<file path="config.mk">
export PLATFORM = sky130hd
export DESIGN_NAME = row_deser_hq_flat
export DESIGN_NICKNAME = d
export VERILOG_FILES = /design/src/rtl/soml_pkg.sv /design/src/rtl/row_deser_hq_if.sv /design/src/rtl/row_shift_reg.sv /design/src/rtl/row_deser_hq.sv /design/src/flat_wrapper.sv
export SDC_FILE = /design/constraint.sdc
export NUM_CORES = 1
export LEC_CHECK = 0
export CAP_MARGIN = 10
export CORE_ASPECT_RATIO = 0.6
export CORE_MARGIN = 5
export CORE_UTILIZATION = 50
export CTS_CLUSTER_SIZE = 30
export DETAILED_ROUTE_END_ITERATION = 12
export GPL_TIMING_DRIVEN = 0
export PLACE_DENSITY = 0.77
export SETUP_SLACK_MARGIN = 0.2
export SLEW_MARGIN = 25
export SYNTH_ARGS = -nofsm -noshare
export SYNTH_HDL_FRONTEND = slang
export SYNTH_HIERARCHICAL = 1
export SYNTH_SLANG_ARGS = --single-unit
</file>
<file path="constraint.sdc">
create_clock -name clk -period 1.7 [get_ports clk]
set_clock_uncertainty 0.05 [all_clocks]
set_input_delay 0.34 -clock clk [delete_from_list [all_inputs] [get_ports clk]]
set_output_delay 0.34 -clock clk [all_outputs]
set_load 0.01 [all_outputs]
</file>
<file path="src/rtl/soml_pkg.sv">
// soml_pkg: shared defaults, FSM encoding and size helpers for the SOML front end
package soml_pkg;

  localparam int SAMPLE_W_DEF = 16;

  typedef enum logic {
    ST_IDLE    = 1'b0,
    ST_COLLECT = 1'b1
  } state_t;

  function automatic int row_w(input int sample_w, input int words_per_row);
    return sample_w * words_per_row;
  endfunction

  function automatic int frame_len(input int num_rows, input int words_per_row);
    return num_rows * words_per_row;
  endfunction

endpackage

</file>
<file path="src/rtl/row_deser_hq_if.sv">
// row_deser_hq_if: sample stream in, collected H rows and status out
interface row_deser_hq_if
  import soml_pkg::*;
#(
  parameter int SAMPLE_W      = SAMPLE_W_DEF,
  parameter int WORDS_PER_ROW = 2,
  parameter int NUM_ROWS      = 4
);
  localparam int ROW_W = row_w(SAMPLE_W, WORDS_PER_ROW);
  logic                      start;
  logic                      in_valid;
  logic [SAMPLE_W-1:0]       sdr;
  logic [SAMPLE_W-1:0]       sdi;
  logic [NUM_ROWS*ROW_W-1:0] out_rowHr;
  logic [NUM_ROWS*ROW_W-1:0] out_rowHi;
  logic                      frame_done;
  logic                      busy;
  logic                      err_abort;

  modport master (
    output start, in_valid, sdr, sdi,
    input  out_rowHr, out_rowHi, frame_done, busy, err_abort
  );

  modport slave (
    input  start, in_valid, sdr, sdi,
    output out_rowHr, out_rowHi, frame_done, busy, err_abort
  );
endinterface

</file>
<file path="src/rtl/row_shift_reg.sv">
// row_shift_reg: one row of H, shifting samples in from the LSB end
module row_shift_reg
  import soml_pkg::*;
#(
  parameter int SAMPLE_W      = SAMPLE_W_DEF,
  parameter int WORDS_PER_ROW = 2
) (
  input  logic                              clk,
  input  logic                              rst,
  input  logic                              clr,
  input  logic                              shift_en,
  input  logic [SAMPLE_W-1:0]               din,
  output logic [SAMPLE_W*WORDS_PER_ROW-1:0] q
);
  localparam int ROW_W = row_w(SAMPLE_W, WORDS_PER_ROW);

  if (WORDS_PER_ROW == 1) begin : g_load
    // a single-word row simply takes the sample; clr wipes it unless a sample lands
    always_ff @(posedge clk or negedge rst)
      if (!rst) q <= '0;
      else q <= shift_en ? din : (clr ? '0 : q);
  end else begin : g_shift
    // clr drops stale words so a restart sample becomes word 0 of a clean row
    always_ff @(posedge clk or negedge rst)
      if (!rst) q <= '0;
      else if (shift_en) q <= {(clr ? {(ROW_W-SAMPLE_W){1'b0}} : q[ROW_W-SAMPLE_W-1:0]), din};
      else if (clr) q <= '0;
  end

endmodule

</file>
<file path="src/rtl/row_deser_hq.sv">
// row_deser_hq: deserialises sdr/sdi sample pairs into NUM_ROWS rows of H
module row_deser_hq
  import soml_pkg::*;
#(
  parameter int SAMPLE_W      = SAMPLE_W_DEF,
  parameter int WORDS_PER_ROW = 2,
  parameter int NUM_ROWS      = 4
) (
  input logic          clk,
  input logic          rst,
  row_deser_hq_if.slave bus
);
  localparam int ROW_W = row_w(SAMPLE_W, WORDS_PER_ROW);
  localparam int WC_W  = WORDS_PER_ROW > 1 ? $clog2(WORDS_PER_ROW) : 1;
  localparam int RC_W  = NUM_ROWS > 1 ? $clog2(NUM_ROWS) : 1;

  state_t                    state, state_n;
  logic [WC_W-1:0]           word_cnt, wc_base, wc_n;
  logic [RC_W-1:0]           row_cnt, rc_base, rc_n;
  logic                      accept, wc_wrap, last, complete, abort;
  logic [ROW_W-1:0]          q_r [NUM_ROWS];
  logic [ROW_W-1:0]          q_i [NUM_ROWS];
  logic [NUM_ROWS*ROW_W-1:0] nxt_r, nxt_i;

  // next-state and counter logic; start rebases the counters to zero before the sample is counted
  always_comb begin
    accept   = bus.in_valid && (state == ST_COLLECT || bus.start);
    wc_base  = bus.start ? '0 : word_cnt;
    rc_base  = bus.start ? '0 : row_cnt;
    wc_wrap  = wc_base == WC_W'(WORDS_PER_ROW-1);
    last     = wc_wrap && rc_base == RC_W'(NUM_ROWS-1);
    complete = accept && last && !bus.start;
    abort    = bus.start && state == ST_COLLECT && (word_cnt != '0 || row_cnt != '0);
    wc_n     = accept ? (wc_wrap ? '0 : wc_base + WC_W'(1)) : wc_base;
    rc_n     = accept && wc_wrap ? (rc_base == RC_W'(NUM_ROWS-1) ? '0 : rc_base + RC_W'(1)) : rc_base;
    state_n  = bus.start ? ST_COLLECT : (complete ? ST_IDLE : state);
  end

  // FSM state register
  always_ff @(posedge clk or negedge rst)
    if (!rst) state <= ST_IDLE;
    else state <= state_n;

  // word/row position within the frame
  always_ff @(posedge clk or negedge rst)
    if (!rst) begin
      word_cnt <= '0;
      row_cnt  <= '0;
    end else begin
      word_cnt <= wc_n;
      row_cnt  <= rc_n;
    end

  for (genvar r = 0; r < NUM_ROWS; r++) begin : g_row
    logic en;
    assign en = accept && rc_base == RC_W'(r);
    row_shift_reg #(.SAMPLE_W(SAMPLE_W), .WORDS_PER_ROW(WORDS_PER_ROW)) u_re (
      .clk(clk), .rst(rst), .clr(bus.start), .shift_en(en), .din(bus.sdr), .q(q_r[r])
    );
    row_shift_reg #(.SAMPLE_W(SAMPLE_W), .WORDS_PER_ROW(WORDS_PER_ROW)) u_im (
      .clk(clk), .rst(rst), .clr(bus.start), .shift_en(en), .din(bus.sdi), .q(q_i[r])
    );
    if (r != NUM_ROWS-1) begin : g_mid
      assign nxt_r[r*ROW_W +: ROW_W] = q_r[r];
      assign nxt_i[r*ROW_W +: ROW_W] = q_i[r];
    end else if (WORDS_PER_ROW == 1) begin : g_last1
      assign nxt_r[r*ROW_W +: ROW_W] = bus.sdr;
      assign nxt_i[r*ROW_W +: ROW_W] = bus.sdi;
    end else begin : g_lastn
      assign nxt_r[r*ROW_W +: ROW_W] = {q_r[r][ROW_W-SAMPLE_W-1:0], bus.sdr};
      assign nxt_i[r*ROW_W +: ROW_W] = {q_i[r][ROW_W-SAMPLE_W-1:0], bus.sdi};
    end
  end

  // presented rows update only on completion, with the arriving sample folded into the last row
  always_ff @(posedge clk or negedge rst)
    if (!rst) begin
      bus.out_rowHr  <= '0;
      bus.out_rowHi  <= '0;
      bus.frame_done <= 1'b0;
      bus.busy       <= 1'b0;
      bus.err_abort  <= 1'b0;
    end else begin
      bus.frame_done <= complete;
      bus.err_abort  <= abort;
      bus.busy       <= state_n == ST_COLLECT;
      if (complete) begin
        bus.out_rowHr <= nxt_r;
        bus.out_rowHi <= nxt_i;
      end
    end

endmodule
</file>
<file path="src/flat_wrapper.sv">
// flat-port wrapper written by rule: the top's interface ports become plain ports
module row_deser_hq_flat import soml_pkg::*;
#(
  parameter int SAMPLE_W      = SAMPLE_W_DEF,
  parameter int WORDS_PER_ROW = 2,
  parameter int NUM_ROWS      = 4
)
  (clk, rst, bus_start, bus_in_valid, bus_sdr, bus_sdi, bus_out_rowHr, bus_out_rowHi, bus_frame_done, bus_busy, bus_err_abort);
  row_deser_hq_if #(.SAMPLE_W(SAMPLE_W), .WORDS_PER_ROW(WORDS_PER_ROW), .NUM_ROWS(NUM_ROWS)) bus_i ();
  input logic clk;
  input logic rst;
  input wire logic [$bits(bus_i.start)-1:0] bus_start;
  input wire logic [$bits(bus_i.in_valid)-1:0] bus_in_valid;
  input wire logic [$bits(bus_i.sdr)-1:0] bus_sdr;
  input wire logic [$bits(bus_i.sdi)-1:0] bus_sdi;
  output wire logic [$bits(bus_i.out_rowHr)-1:0] bus_out_rowHr;
  output wire logic [$bits(bus_i.out_rowHi)-1:0] bus_out_rowHi;
  output wire logic [$bits(bus_i.frame_done)-1:0] bus_frame_done;
  output wire logic [$bits(bus_i.busy)-1:0] bus_busy;
  output wire logic [$bits(bus_i.err_abort)-1:0] bus_err_abort;
  assign bus_i.start = bus_start;
  assign bus_i.in_valid = bus_in_valid;
  assign bus_i.sdr = bus_sdr;
  assign bus_i.sdi = bus_sdi;
  assign bus_out_rowHr = bus_i.out_rowHr;
  assign bus_out_rowHi = bus_i.out_rowHi;
  assign bus_frame_done = bus_i.frame_done;
  assign bus_busy = bus_i.busy;
  assign bus_err_abort = bus_i.err_abort;
  row_deser_hq #(.SAMPLE_W(SAMPLE_W), .WORDS_PER_ROW(WORDS_PER_ROW), .NUM_ROWS(NUM_ROWS)) u_core (.clk(clk), .rst(rst), .bus(bus_i));
endmodule
</file>
==> Word level (Yosys, flattened, before mapping) <==
Cells that the tools add are included.
{ "totals": {"reg_bits": 486, "wordCells": 64} }
{ "classes": {"addsub": 2, "n_eq_ne": 3, "mux": 23, "n_reduce_logical": 21} }
{ "op_table": {"columns": ["operator", "n"], "rows": [
  ["$mux 32", 7],
  ["$mux 16", 8],
  ["$reduce_bool 2->1", 6],
  ["$logic_and 1x1->1", 11],
  ["$mux 2", 3],
  ["$mux 1", 5],
  ["$eq 2x2->1 const B", 2],
  ["$add 2x1->2 const B", 1],
  ["$eq 2x1->1 const B", 1],
  ["$logic_not 2->1", 1],
  ["$logic_or 1x1->1", 2],
  ["$add 1x1->1 const B", 1],
  ["$logic_not 1->1", 1]
]} }

==> Longest topological paths before layout <==
{ "logic_depth": {"ltp_word": 7, "ltp_mapped": 8, "ltp_nobuf": 6} }

==> Hierarchy <==
The synthesis kept the hierarchy.
{ "by_module_without_submodules": {"columns": ["module", "n_inst", "cells_per_inst", "area_each_um2"], "rows": [
  ["row_deser_hq", 1, 569, 10869.2],
  ["row_shift_reg", 8, 92, 1258.7]
]} }

==> Least setup slack after synthesis <==
Ideal clock, no wire load.
{ "synth_path": {"path_type": "input to register", "startpoint": "input bus_start", "endpoint": "register u_core.bus.out_rowHi[0]", "setup_time_ns": 0.125, "arrival_time_ns": 1.645, "t_required_ns": 1.525, "setup_slack_ns": -0.120, "cell_stages": 7, "n_path_buf": 3, "cell_sequence": "and2b_1 -> ha_1 -> and4_4 -> buf_6 -> buf_12 -> buf_12 -> mux2_4"} }
{ "synth_between": {"elab_chain_cells": 5, "elab_cells_between_ends": 9, "cone_classes": "1 x eq/ne; 2 x mux; 6 x reduce/logical"} }
{ "synth_rtl": {"columns": ["element", "line_no", "source"], "rows": [
  ["start: declaration", "flat_wrapper.sv:12", "input wire logic [$bits(bus_i.start)-1:0] bus_start;"],
  ["$mux 2", "row_deser_hq.sv:29", "rc_base = bus.start ? '0 : row_cnt;"],
  ["$eq 2x2->1", "row_deser_hq.sv:31", "last = wc_wrap && rc_base == RC_W'(NUM_ROWS-1);"],
  ["$logic_and 1x1->1", "row_deser_hq.sv:31", null],
  ["$logic_and 1x1->1", "row_deser_hq.sv:32", "complete = accept && last && !bus.start;"],
  ["$logic_and 1x1->1 *", "row_deser_hq.sv:32", null],
  ["end signal: assignment", "row_deser_hq.sv:89", "bus.out_rowHi <= nxt_i;"],
  ["end: declaration", "row_deser_hq_if.sv:27", "output out_rowHr, out_rowHi, frame_done, busy, err_abort"]
]} }
Mark *: on every way between the ends. The rest lies on a longest branch, timed or not.
A chain may end at the register's enable or synchronous reset.

==> Worst setup path in the final report <==
{ "layout_path": {"startpoint": "register u_core.row_cnt[1]", "endpoint": "register u_core.bus.out_rowHi[118]"} }
{ "layout_between": {"elab_chain_cells": 5} }
{ "layout_rtl": {"columns": ["element", "line_no", "source"], "rows": [
  ["start: declaration", "row_deser_hq.sv:19", "logic [RC_W-1:0] row_cnt, rc_base, rc_n;"],
  ["start signal: assignment", "row_deser_hq.sv:51", "row_cnt <= rc_n;"],
  ["$mux 2", "row_deser_hq.sv:29", null],
  ["$eq 2x2->1", "row_deser_hq.sv:31", null],
  ["$logic_and 1x1->1", "row_deser_hq.sv:31", null],
  ["$logic_and 1x1->1 (2 in a row)", "row_deser_hq.sv:32", null]
]} }
Every way passes these cells.

==> results by group <==
Outcome
  • Outcome: complete, but fails checks
  • Failing checks: negative hold slack, negative setup slack

Setup path
  • R2r setup slk: -0.28 ns
  • Depth of the most critical reg-to-reg path: 7
  • RR Startpoint: u_core/row_cnt[1]
  • Kind of critical path: reg2reg
  • FF-to-FF End: u_core/bus.out_rowHi[118]
  • WP data arrival: 2.35 ns
  • Critical path capture point type: flip-flop
  • Max stage delay cell, worst path: dfrtp_1
  • Setup crit start kind: flip-flop
  • Worst-path fanout max: 9
  • Required @ worst endpoint: approximately 2.1 ns
  • CP Cell Sequence: and2b_2 -> ha_4 -> and4_4 -> buf_12 -> buf_16 -> clkbuf_16 -> mux2_4
  • Slowest stage delay, CP: 0.35 ns

Routing
  • Avg WL per Cell: about 25 µm
  • DRC: 0
  • Via count: 12,500
  • Initial DRT Pass Iterations: 6
  • Number of DRC markers in iteration 0: 958
  • Drt via density: approximately 5.4
  • Antenna viol nets, final: 0
  • Drt total wl: 57,200 µm

Timing
  • FMAX: between 500 and 600 MHz
  • Fin crit share: 116%
  • Worst setup margin: -0.277 ns
  • Number of failing hold endpoints at the final stage: 73
  • Worst slew margin: between 50% and 60%
  • RSZ-0062 raised after global routing: yes
  • Final min period: approximately 2.0 ns
  • Final setup violation count: ~470
  • Hold Slack: -0.271 ns
  • Max-slew violations: 0
  • Worst slew pin tran: 0.650 ns

Global routing
  • GRT Residual Overflow: 0
  • Global-route wire length before repair: 80,200 µm
  • Vias in the first global route: 12,300
  • All-layer global routing usage: 24.1%
  • Largest net degree at the start of global routing: 97
  • Initial antenna violation count: 0

Synth
  • Syn_area_per_cell: 16.3 µm²
  • Post-Syn Area: about 20,000 µm²
  • Syn nets: about 1,200
  • Yosys Warn Count: 6
  • Gate Count Post-Synth: 1,205

Die
  • Area of the die: 43,500 µm²
  • Initial core utilization: 50.4%
  • Die X-Extent: ~270 µm
  • Die Ht: 164 µm
  • Core Box Area: 39,000 µm²
  • Placement row count: 56
  • # IOs: 295

Placement
  • Placed Cells: 2,026
  • DP HPWL: 36,000 µm
  • GPL Wtd Cong: 0.823
  • PortBufs: a little under 300

Cells and area
  • Area delta synth->final: 36.3%
  • Nets: about 1,800
  • Antenna cells: 0
  • Non-filler cells, final: 2,302
  • Layout cells sized above 1: 51.1%
  • Number of filler cells placed in the layout: 2,660

Power and ir drop
  • Power per cell area: 896 nW/µm²
  • VDD IR max: 852 µV
  • Total power draw: 24.0 mW
  • Internal Power: ~19 mW
  • Sequential fraction of design power: 49.9%
  • NetSw: around 5.5 mW
  • Leak: 13.4 nW
  • Gate power share: 6.6%
  • Clock power share: 43.5%
  • Sw Ratio: 23.0%

Clock tree
  • Clock Tree Root: clkbuf_16
  • H-Tree Depth: 2
  • CTS Sinks: 486
  • Worst-path clk slew: 0.06 ns
  • TritonCTS clock tree: done
  • Max Root-Sink Buffers: 3
  • Worst skew pair latency: 0.55 ns
  • Inserted Clock Buffers: 45

Run
  • Max Cap Viol: 0

Worst hold path
  • Worst Hold Class: in2async
==> metal layers <==
| metal | global-route usage (%) | up-vias | routed length, µm |
|---|---|---|---|
| met5 | 0 | - | 0 |
| met4 | 5.19 | 0 | 1040 |
| met3 | 5.93 | 68 | 4410 |
| met2 | 35.4 | 449 | 25500 |
| met1 | 36.9 | 6655 | 26200 |
| li1 | - | 5359 | - |
==> placed cells by master (no fill, tap or decap), drive strengths merged <==
| cell | count |
|---|---|
| mux2 | 256 |
| clkinvlp | 2 |
| o311a | 1 |
| and4 | 1 |
| clkdlybuf4s50 | 33 |
| nand2b | 16 |
| dlymetal6s2s | 1 |
| ha | 5 |
| nor2 | 106 |
| dfrtp | 486 |
| xnor2 | 1 |
| mux2i | 96 |
| clkinv | 12 |
| nand2 | 17 |
| o21ai | 17 |
| and2b | 2 |
| a22o | 112 |
| nor2b | 2 |
| buf | 323 |
| inv | 4 |
| bufinv | 4 |
| and2 | 4 |
| clkbuf | 279 |
==> registers in the layout, indices dropped and copies added (netlist names) <==
register	cells
u_core/bus.err_abort	1
u_core/bus.frame_done	1
u_core/bus.out_rowHi	128
u_core/bus.out_rowHr	128
u_core/g_row.u_im/q	112
u_core/g_row.u_re/q	112
u_core/row_cnt	2
u_core/state	1
u_core/word_cnt	1
==> critical path: cells and delay by family (launching register included) <==
family | cells | cell delay (ns)
buffers and inverters | 3 | 0.53
adders and majority gates | 1 | 0.15
DFF | 1 | 0.35
muxes | 1 | 0.30
and+or+nand+nor | 2 | 0.45
==> worst max path at each step <==
| stage | from | endpoint | slack [ns] | cells after the start |
|---|---|---|---|---|
| global route | u_core/row_cnt[1] | u_core/bus.out_rowHi[46] | -0.31 | 7 |
| detailed placement | bus_start | u_core/g_row[2].u_re/q[26] | -1.56 | 9 |
| CTS | u_core/row_cnt[1] | u_core/bus.out_rowHi[3] | -0.22 | 7 |
| floorplan | bus_start | u_core/bus.out_rowHi[0] | -0.12 | 7 |
| finish | u_core/row_cnt[1] | u_core/bus.out_rowHi[118] | -0.28 | 7 |
| global placement | rst | u_core/bus.out_rowHi[51] | -20.64 | 1 |
==> timing repair <==
action | 4_1_cts | 5_1_grt
buffers inserted | 34 | 118
resized for setup | 237 | 695
cloned | 16 | 24
pin swaps | 5 | 27
hold endpoints to repair | 73 | 73
endpoints found under the setup margin | 744 | 738
==> stage by stage <==
stage / cell area (µm²) / hold slack (ns) / TNS (ns) / setup WS [ns] / util (%)
after detailed placement: 23400 / 0.320 / -681.51 / -1.56 / 60.2
after CTS: 25900 / -0.277 / -107.70 / -0.217 / 66.5
after global placement: 23300 / 0.427 / - / -20.64 / 59.8
after global routing: 26800 / -0.263 / -113.67 / -0.314 / 68.8
after floorplan: 19700 / -0.00559 / -25.78 / -0.118 / -
final: 26800 / -0.271 / -87.80 / -0.277 / 68.8
==> final cells by class <==
class	count	area [µm²]	area share, %
sequential	486	12200	45.4
clock inverter	20	213	0.794
multi-input combinational	636	6740	25.2
tap	522	653	2.44
inverter	2	10.0	0.0374
clock buffer	64	1310	4.89
buffer	81	1270	4.75
timing repair buffer	491	4430	16.5
==> power by group through the flow <==
stage | Combinational [mW] | Clock (mW) | Sequential, mW
5_1_grt | 1.70 | 11.1 | 12.0
4_1_cts | 1.44 | 10.6 | 12.0
3_5_place_dp | 1.24 | 0 | 12.2
6_report | 1.59 | 10.4 | 12.0
3_3_place_gp | 1.14 | 0 | 12.2
2_1_floorplan | 0.566 | 0 | 12.1
Power figures use the tool's default switching activity.
